### config.mk
export PLATFORM = sky130hd
export DESIGN_NAME = answer_entry_bcd
export DESIGN_NICKNAME = d
export VERILOG_FILES = /design/src/rtl/answer_entry_bcd.sv
export SDC_FILE = /design/constraint.sdc
export NUM_CORES = 1
export LEC_CHECK = 0
export CORE_UTILIZATION = 55
export DETAILED_ROUTE_END_ITERATION = 10
export GPL_ROUTABILITY_DRIVEN = 0
export PLACE_DENSITY = 0.76
export SLEW_MARGIN = 20
export SYNTH_ARGS = -nofsm -noshare
export SYNTH_HDL_FRONTEND = slang
export SYNTH_SLANG_ARGS = --single-unit
### constraint.sdc
create_clock -name clk -period 2.36 [get_ports clk]
set_input_delay 0.236 -clock clk [delete_from_list [all_inputs] [get_ports clk]]
set_output_delay 0.236 -clock clk [all_outputs]
set_load 0.02 [all_outputs]
### src/rtl/answer_entry_bcd.sv
// Two-digit BCD answer entry: synchronised, debounced Enter/Clear buttons feed a
// TENS -> UNITS -> HOLD entry FSM that offers tens*10+units over valid/ready.
module answer_entry_bcd #(
  parameter int DEBOUNCE_CYCLES = 4,
  parameter int DEB_W           = 20
) (
  input  logic       clk,
  input  logic       rst,
  input  logic       entry_en,
  input  logic [3:0] digit_sw,
  input  logic       btn_enter,
  input  logic       btn_clear,
  output logic [6:0] answer,
  output logic       ans_valid,
  input  logic       ans_ready,
  output logic [3:0] disp_tens,
  output logic [3:0] disp_units,
  output logic [1:0] entry_state,
  output logic       digit_err
);

  typedef enum logic [1:0] {
    ST_TENS  = 2'b00,
    ST_UNITS = 2'b01,
    ST_HOLD  = 2'b10
  } state_t;

  localparam logic [DEB_W-1:0] DEB_LAST = DEB_W'(DEBOUNCE_CYCLES - 1);

  // tens*10 + units using shifts only; 9*10+9 fits in 7 bits
  function automatic logic [6:0] bcd_to_bin(input logic [3:0] t, input logic [3:0] u);
    logic [6:0] t7;
    t7 = {3'b000, t};
    return (t7 << 3'd3) + (t7 << 3'd1) + {3'b000, u};
  endfunction

  // bit 0 = Enter, bit 1 = Clear
  logic [1:0]            sync1_r, sync2_r, deb_r, deb_q_r;
  logic [1:0][DEB_W-1:0] cnt_r;
  logic [1:0]            evt_s;
  logic                  enter_evt_s, clear_evt_s, digit_ok_s;

  state_t     state_r, state_n;
  logic [3:0] tens_r, tens_n, units_r, units_n;
  logic [3:0] disp_tens_r, disp_units_r;
  logic [6:0] answer_r, answer_n;
  logic       valid_r, valid_n, err_r, err_n;

  // Button synchronisers and per-button debounce counters
  always_ff @(posedge clk) begin
    if (rst) begin
      sync1_r <= 2'b00;
      sync2_r <= 2'b00;
      deb_r   <= 2'b00;
      deb_q_r <= 2'b00;
      cnt_r   <= '0;
    end else begin
      sync1_r <= {btn_clear, btn_enter};
      sync2_r <= sync1_r;
      deb_q_r <= deb_r;
      for (int i = 0; i < 2; i++) begin
        if (sync2_r[i] != deb_r[i]) begin
          if (cnt_r[i] == DEB_LAST) begin
            deb_r[i] <= sync2_r[i];
            cnt_r[i] <= '0;
          end else begin
            cnt_r[i] <= cnt_r[i] + DEB_W'(1);
          end
        end else begin
          cnt_r[i] <= '0;
        end
      end
    end
  end

  // Rising edge of the debounced level only; release is silent
  assign evt_s       = deb_r & ~deb_q_r;
  assign enter_evt_s = evt_s[0] & entry_en;
  assign clear_evt_s = evt_s[1] & entry_en;
  assign digit_ok_s  = (digit_sw <= 4'd9);

  // Entry FSM next-state; Clear has priority over Enter
  always_comb begin
    state_n  = state_r;
    tens_n   = tens_r;
    units_n  = units_r;
    answer_n = answer_r;
    valid_n  = valid_r;
    err_n    = 1'b0;
    case (state_r)
      ST_TENS: begin
        if (clear_evt_s) begin
          tens_n  = 4'd0;
          units_n = 4'd0;
        end else if (enter_evt_s) begin
          if (digit_ok_s) begin
            tens_n  = digit_sw;
            state_n = ST_UNITS;
          end else begin
            err_n = 1'b1;
          end
        end else begin
          state_n = ST_TENS;
        end
      end
      ST_UNITS: begin
        if (clear_evt_s) begin
          tens_n  = 4'd0;
          state_n = ST_TENS;
        end else if (enter_evt_s) begin
          if (digit_ok_s) begin
            units_n  = digit_sw;
            answer_n = bcd_to_bin(tens_r, digit_sw);
            valid_n  = 1'b1;
            state_n  = ST_HOLD;
          end else begin
            err_n = 1'b1;
          end
        end else begin
          state_n = ST_UNITS;
        end
      end
      ST_HOLD: begin
        // Buttons are ignored here; only the handshake leaves HOLD
        if (valid_r && ans_ready) begin
          valid_n = 1'b0;
          tens_n  = 4'd0;
          units_n = 4'd0;
          state_n = ST_TENS;
        end else begin
          state_n = ST_HOLD;
        end
      end
      default: begin
        state_n = ST_TENS;
        tens_n  = 4'd0;
        units_n = 4'd0;
        valid_n = 1'b0;
      end
    endcase
  end

  // Entry state, digit registers and registered outputs
  always_ff @(posedge clk) begin
    if (rst) begin
      state_r      <= ST_TENS;
      tens_r       <= 4'd0;
      units_r      <= 4'd0;
      answer_r     <= 7'd0;
      valid_r      <= 1'b0;
      err_r        <= 1'b0;
      disp_tens_r  <= 4'd0;
      disp_units_r <= 4'd0;
    end else begin
      state_r      <= state_n;
      tens_r       <= tens_n;
      units_r      <= units_n;
      answer_r     <= answer_n;
      valid_r      <= valid_n;
      err_r        <= err_n;
      disp_tens_r  <= (state_n == ST_TENS) ? 4'd0 : tens_n;
      disp_units_r <= (state_n == ST_HOLD) ? units_n : 4'd0;
    end
  end

  assign answer      = answer_r;
  assign ans_valid   = valid_r;
  assign digit_err   = err_r;
  assign disp_tens   = disp_tens_r;
  assign disp_units  = disp_units_r;
  assign entry_state = state_r;

endmodule
Word level (Yosys, flattened, before mapping)
Index checks and enable logic that the tools add are counted.
- flip-flop bits (word level): 75
- bitwise operators: 11
- mux-type cells: 26
- magnitude comparators: 1
- equality and inequality tests: 11
- reduce and logical (&&, ||, !) cells: 13
- $add $sub $neg: 4
- operator list (cell ; number):
    $add 20x1->20 const B ; 2
    $eq 20x2->1 const B ; 2
    $mux 4 ; 10
    $pmux 4 s3 ; 2
    $mux 2 ; 7
    $ne 2x2->1 const B ; 4
    $add 7x4->7 ; 1
    $add 7x5->7 ; 1
    $not 1->1 ; 7
    $pmux 2 s3 ; 1
    $reduce_or 2->1 ; 3
    $reduce_or 3->1 ; 2
    $mux 1 ; 5
    $reduce_and 5->1 ; 1
    $eq 2x2->1 const B ; 2
    $le 4x4->1 const B ; 1
    $logic_not 2->1 ; 2
    $reduce_and 2->1 ; 2
    $reduce_and 4->1 ; 1
    $reduce_or 4->1 ; 1
    $pmux 1 s3 ; 1
    $and 1x1->1 ; 2
    $and 2x2->2 ; 1
    $eq 2x1->1 const B ; 1
    other kinds (3) ; 4

Depth between registers and ports, before layout
- depth after elaboration: 9
- mapped depth: 7
- gate-level depth less buffers: 7

Worst setup path before layout
Ideal clock, no wire load.
- kind: register to register
- start: register tens_r[0]
- end: register answer_r[6] (netlist: answer[6])
- data required time: 2.235 ns
- path slack: 0.369 ns
- path buffers: 0
- arrival: 1.867 ns
- cell stages (with the launch flop): 7
- setup time: 0.125 ns
- cell sequence: dfxtp_1 > fa_1 > fa_1 > a21o_1 > a21oi_1 > xor2_1 > o21ai_0
- cells in the longest elaborated chain, start to end: 2
- ends and longest elaborated chain (what ; RTL line ; RTL):
    from (decl) ; 44 ; logic [3:0] tens_r, tens_n, units_r, units_n;
    from (signal assigned) ; 156 ; tens_r <= tens_n;
    $add 7x5->7 ; 34 ; return (t7 << 3'd3) + (t7 << 3'd1) + {3'b000, u};
    $add 7x4->7 ; 34 ;
    to (signal assigned) ; 158 ; answer_r <= answer_n;
    to (decl) ; 46 ; logic [6:0] answer_r, answer_n;
Every way passes these cells.
A chain may end at the register's enable or synchronous reset.

Final worst setup path
Ends and elaborated chain as after synthesis.

==> reports/metrics.json <==
{
  "htree_levels": {"value": 3},
  "final_critical_path_required_period": {"value": 2.13, "unit": "ns"},
  "number_of_drc_violations_after_detailed_routing_iteration_0": {"value": 182},
  "core_area": {"value": 5960, "unit": "sq um"},
  "hold_viol_final": {"value": 0},
  "ff2ff_setup_slack": {"value": 0.23, "unit": "ns"},
  "design.portCount": {"value": 29},
  "dr_total_vias": {"value": 3001},
  "outcome": {"value": "finished, final reports clean"},
  "rows": {"value": 28},
  "synth_edf_count": {"value": 0},
  "final_critical_path_setup_slack": {"value": 0.227, "unit": "ns"},
  "cts_tree": {"value": "yes"},
  "stdcell_area": {"value": 4050, "unit": "sq um"},
  "hold_path_startpoint": {"value": "btn_enter"},
  "synth_flop_cell": {"value": "sky130_fd_sc_hd__dfxtp_1"},
  "syn_to_final_growth": {"value": 18.6, "unit": "%"},
  "vias_in_the_first_global_route": {"value": 2692},
  "synth.avg_cell_area": {"value": 8.89, "unit": "sq um"},
  "async_flop_share": {"value": 0, "unit": "%"},
  "grt_start_max_net_pins": {"value": 25},
  "dpl-instance-area": {"value": 3810, "unit": "sq um"},
  "initial_core_util": {"value": 57.3, "unit": "%"},
  "worstSetupStartpointType": {"value": "flip-flop"},
  "clk_transition_reported_paths": {"value": 0.08, "unit": "ns"},
  "cellLeakagePower": {"value": 1.39, "unit": "nW"},
  "fin_max_slew_vios": {"value": 0},
  "fin_hold_ws": {"value": 0.441, "unit": "ns"},
  "clock-skew-final": {"value": 0.0101, "unit": "ns"},
  "worstMarginPinSlew": {"value": 0.544, "unit": "ns"},
  "wire_length_of_the_first_global_routing_pass": {"value": 11.9, "unit": "mm"},
  "ant_nets": {"value": 0},
  "post-synth-top-area-fraction": {"value": 44.0, "unit": "%"},
  "filler_cell_count": {"value": 495},
  "initial_antenna_violation_count": {"value": 0},
  "post_cts.resized_instances": {"value": 0},
  "cts-root-buf": {"value": "sky130_fd_sc_hd__clkbuf_8"},
  "yosys.cell_count.top_type": {"value": "sky130_fd_sc_hd__dfxtp_1"},
  "cts_buffers": {"value": 9},
  "worst_path_max_fanout": {"value": 5},
  "vdd_ir_drop_max": {"value": 0.481, "unit": "mV"},
  "maxCapViolCount": {"value": 0},
  "netlist_top_cells_count": {"value": "sky130_fd_sc_hd__dfxtp_1, sky130_fd_sc_hd__nor2_1, sky130_fd_sc_hd__a21oi_1, sky130_fd_sc_hd__nand2_1"},
  "clkSinkCount": {"value": 75},
  "ctsHoldBuffers": {"value": 0},
  "cts_setup_buffers": {"value": 0},
  "synth.yosys.warnings": {"value": 0},
  "design.die.area": {"value": 6520, "unit": "sq um"},
  "timing.hold.worst_endpoint": {"value": "sync1_r[0]"},
  "drt-pass1-iter-count": {"value": 5},
  "max_clock_freq": {"value": 0.469, "unit": "GHz"},
  "antennaDiodeCount": {"value": 0},
  "finalCritPeriodShare": {"value": 90.4, "unit": "%"},
  "post_synth_inst_count": {"value": 384},
  "synth_fp_nets": {"value": 405},
  "port_buffers": {"value": 28},
  "pre_cts_slack": {"value": -0.0470, "unit": "ns"},
  "synth_largest_area_cell": {"value": "sky130_fd_sc_hd__dfxtp_1"},
  "whs_path_depth": {"value": 2},
  "wl": {"value": 7.17, "unit": "mm"},
  "worst_r2r_path_depth": {"value": 6},
  "die_x": {"value": 80.8, "unit": "um"},
  "endpoint_kind": {"value": "flip-flop"},
  "grt_setup_unrepaired": {"value": "no"},
  "sequential_to_total_area_share_from_yosys_stat": {"value": 44.0, "unit": "%"},
  "drt-wirelength-per-cell": {"value": 14.3, "unit": "um"},
  "crit-reg2reg-launch": {"value": "tens_r[0]"},
  "timing.setup.critical_path_class": {"value": "flip-flop to flip-flop"},
  "hold_path.class": {"value": "input port to flip-flop"},
  "clock_latency": {"value": 0.35, "unit": "ns"},
  "cp.required": {"value": 2.59, "unit": "ns"},
  "post_route_cells_drive_above_1_share": {"value": 7.53, "unit": "%"},
  "grt_overflow": {"value": 0},
  "mappedNetlistArea": {"value": 3410, "unit": "sq um"},
  "via_per_inst": {"value": 6.00},
  "cellPowerDensity": {"value": 620, "unit": "nW/um^2"},
  "final_nets": {"value": 441},
  "timing.slew.headroom": {"value": 63.5, "unit": "%"},
  "synth_area_leaders": {"value": "sky130_fd_sc_hd__dfxtp_1, sky130_fd_sc_hd__xor2_1, sky130_fd_sc_hd__a21oi_1, sky130_fd_sc_hd__nor2_1, sky130_fd_sc_hd__nand3_1"},
  "regToRegEndpoint": {"value": "answer[6]"},
  "dieHeight": {"value": 80.8, "unit": "um"},
  "multiInputGateArea": {"value": 1820, "unit": "sq um"},
  "number_of_storage_elements_in_the_synthesis_netlist": {"value": 75},
  "netlist-cell-type-count": {"value": 40},
  "grt_util_all_layers": {"value": 23.9, "unit": "%"},
  "post-dp-hpwl": {"value": 5.08, "unit": "mm"},
  "dr_drc_count": {"value": 0},
  "timing.final.setup_violations": {"value": 0},
  "critical_path_arrival": {"value": 2.36, "unit": "ns"},
  "max_buffers_root_to_sink": {"value": 2},
  "register_area": {"value": 1500, "unit": "sq um"}
}
cells in the final DEF (no fill, tap or decap), types with 2 or more instances in the layout:
cell type and instances:
sky130_fd_sc_hd__dfxtp_1 75, sky130_fd_sc_hd__nor2_1 36, sky130_fd_sc_hd__a21oi_1 29, sky130_fd_sc_hd__clkdlybuf4s50_1 28
sky130_fd_sc_hd__nand2_1 24, sky130_fd_sc_hd__nand3_1 23, sky130_fd_sc_hd__o21ai_0 21, sky130_fd_sc_hd__xor2_1 17
sky130_fd_sc_hd__nand4_1 13, sky130_fd_sc_hd__or3_1 13, sky130_fd_sc_hd__buf_4 11, sky130_fd_sc_hd__nor4_1 10
sky130_fd_sc_hd__and4_1 10, sky130_fd_sc_hd__xnor2_1 9, sky130_fd_sc_hd__ha_1 9, sky130_fd_sc_hd__clkbuf_8 9
sky130_fd_sc_hd__nor2b_1 8, sky130_fd_sc_hd__inv_1 8, sky130_fd_sc_hd__a211oi_1 8, sky130_fd_sc_hd__o31ai_1 8
sky130_fd_sc_hd__or4_1 8, sky130_fd_sc_hd__and3_1 5, sky130_fd_sc_hd__nor3_1 4, sky130_fd_sc_hd__o21ai_1 3
sky130_fd_sc_hd__a311oi_1 3, sky130_fd_sc_hd__bufinv_16 3, sky130_fd_sc_hd__nor4b_1 2, sky130_fd_sc_hd__and3b_1 2
sky130_fd_sc_hd__nand3b_1 2, sky130_fd_sc_hd__and2_1 2, sky130_fd_sc_hd__o21a_1 2, sky130_fd_sc_hd__nand2b_1 2
sky130_fd_sc_hd__o2bb2ai_1 2, sky130_fd_sc_hd__and4_4 2, sky130_fd_sc_hd__a21o_1 2, sky130_fd_sc_hd__fa_1 2
sky130_fd_sc_hd__clkinv_2 2
final cells by class:
cell class / instances / area share [%]
clock inverters: 7 / 2.87
repair buffers: 39 / 8.96
clock buffers: 9 / 3.06
inverters: 8 / 0.742
multi-input cells: 287 / 44.9
flip-flops and latches: 75 / 37.1
well taps: 75 / 2.32
flip-flops by register name (all words and copies together), names as in the netlist:
name	flops
sync2_r	2
digit_err	1
cnt_r	40
disp_tens	4
tens_r	4
disp_units	4
deb_r	2
units_r	4
sync1_r	2
deb_q_r	2
ans_valid	1
entry_state	2
answer	7
per-layer routing:
layer	share of wire, %	global-route usage, %	up-vias	wire length, um
met5	0	0	-	0
met4	2.5	13.8	0	181
met3	4.9	4.83	20	351
met2	45	35.6	97	3200
met1	48	32.2	1393	3440
li1	-	-	1491	-
stage by stage:
step	total power [mW]	std cells	utilization [%]	setup TNS (ns)
finish	2.51	500	68.0	0
CTS	2.53	500	68.0	0
floorplan	1.32	384	-	0
global route	2.60	500	68.0	0
global placement	1.36	484	63.9	-0.0417
detailed placement	1.36	484	63.9	-0.0470
report_power, final:
part	total [mW]	leakage (nW)	internal [mW]	switching (mW)
Combinational	0.0583	0.662	0.0270	0.0313
Sequential	1.27	0.605	1.27	0.00235
Clock	1.18	0.119	0.700	0.479
logic make-up (layout without fill, tap and decap cells):
family	count (synthesis)	after routing	share of synthesized area (%)
AND/OR/NAND/NOR	170	170	28.3
AO/OA/AOI/OAI	80	80	13.9
flip-flops	75	75	44.0
XOR/XNOR	26	26	6.67
buffers and inverters	22	63	2.68
adder cells (fa/ha/maj)	11	11	4.47
how the worst max path moves through the flow:
stage | start | slack (ns) | to
6_report | tens_r[0] | 0.23 | answer[6]
3_3_place_gp | digit_sw[3] | -0.04 | answer[6]
5_1_grt | tens_r[0] | 0.11 | answer[6]
2_1_floorplan | tens_r[0] | 0.37 | answer[6]
4_1_cts | tens_r[0] | 0.25 | answer[6]
3_5_place_dp | digit_sw[3] | -0.05 | answer[6]
critical path, cell delays in order, from the launching register on:
cell,delay (ns)
sky130_fd_sc_hd__dfxtp_1,0.45
sky130_fd_sc_hd__fa_1,0.50
sky130_fd_sc_hd__fa_1,0.46
sky130_fd_sc_hd__a21o_1,0.19
sky130_fd_sc_hd__a21oi_1,0.16
sky130_fd_sc_hd__xor2_1,0.17
sky130_fd_sc_hd__o21ai_0,0.10
Power figures use the tool's default switching activity.
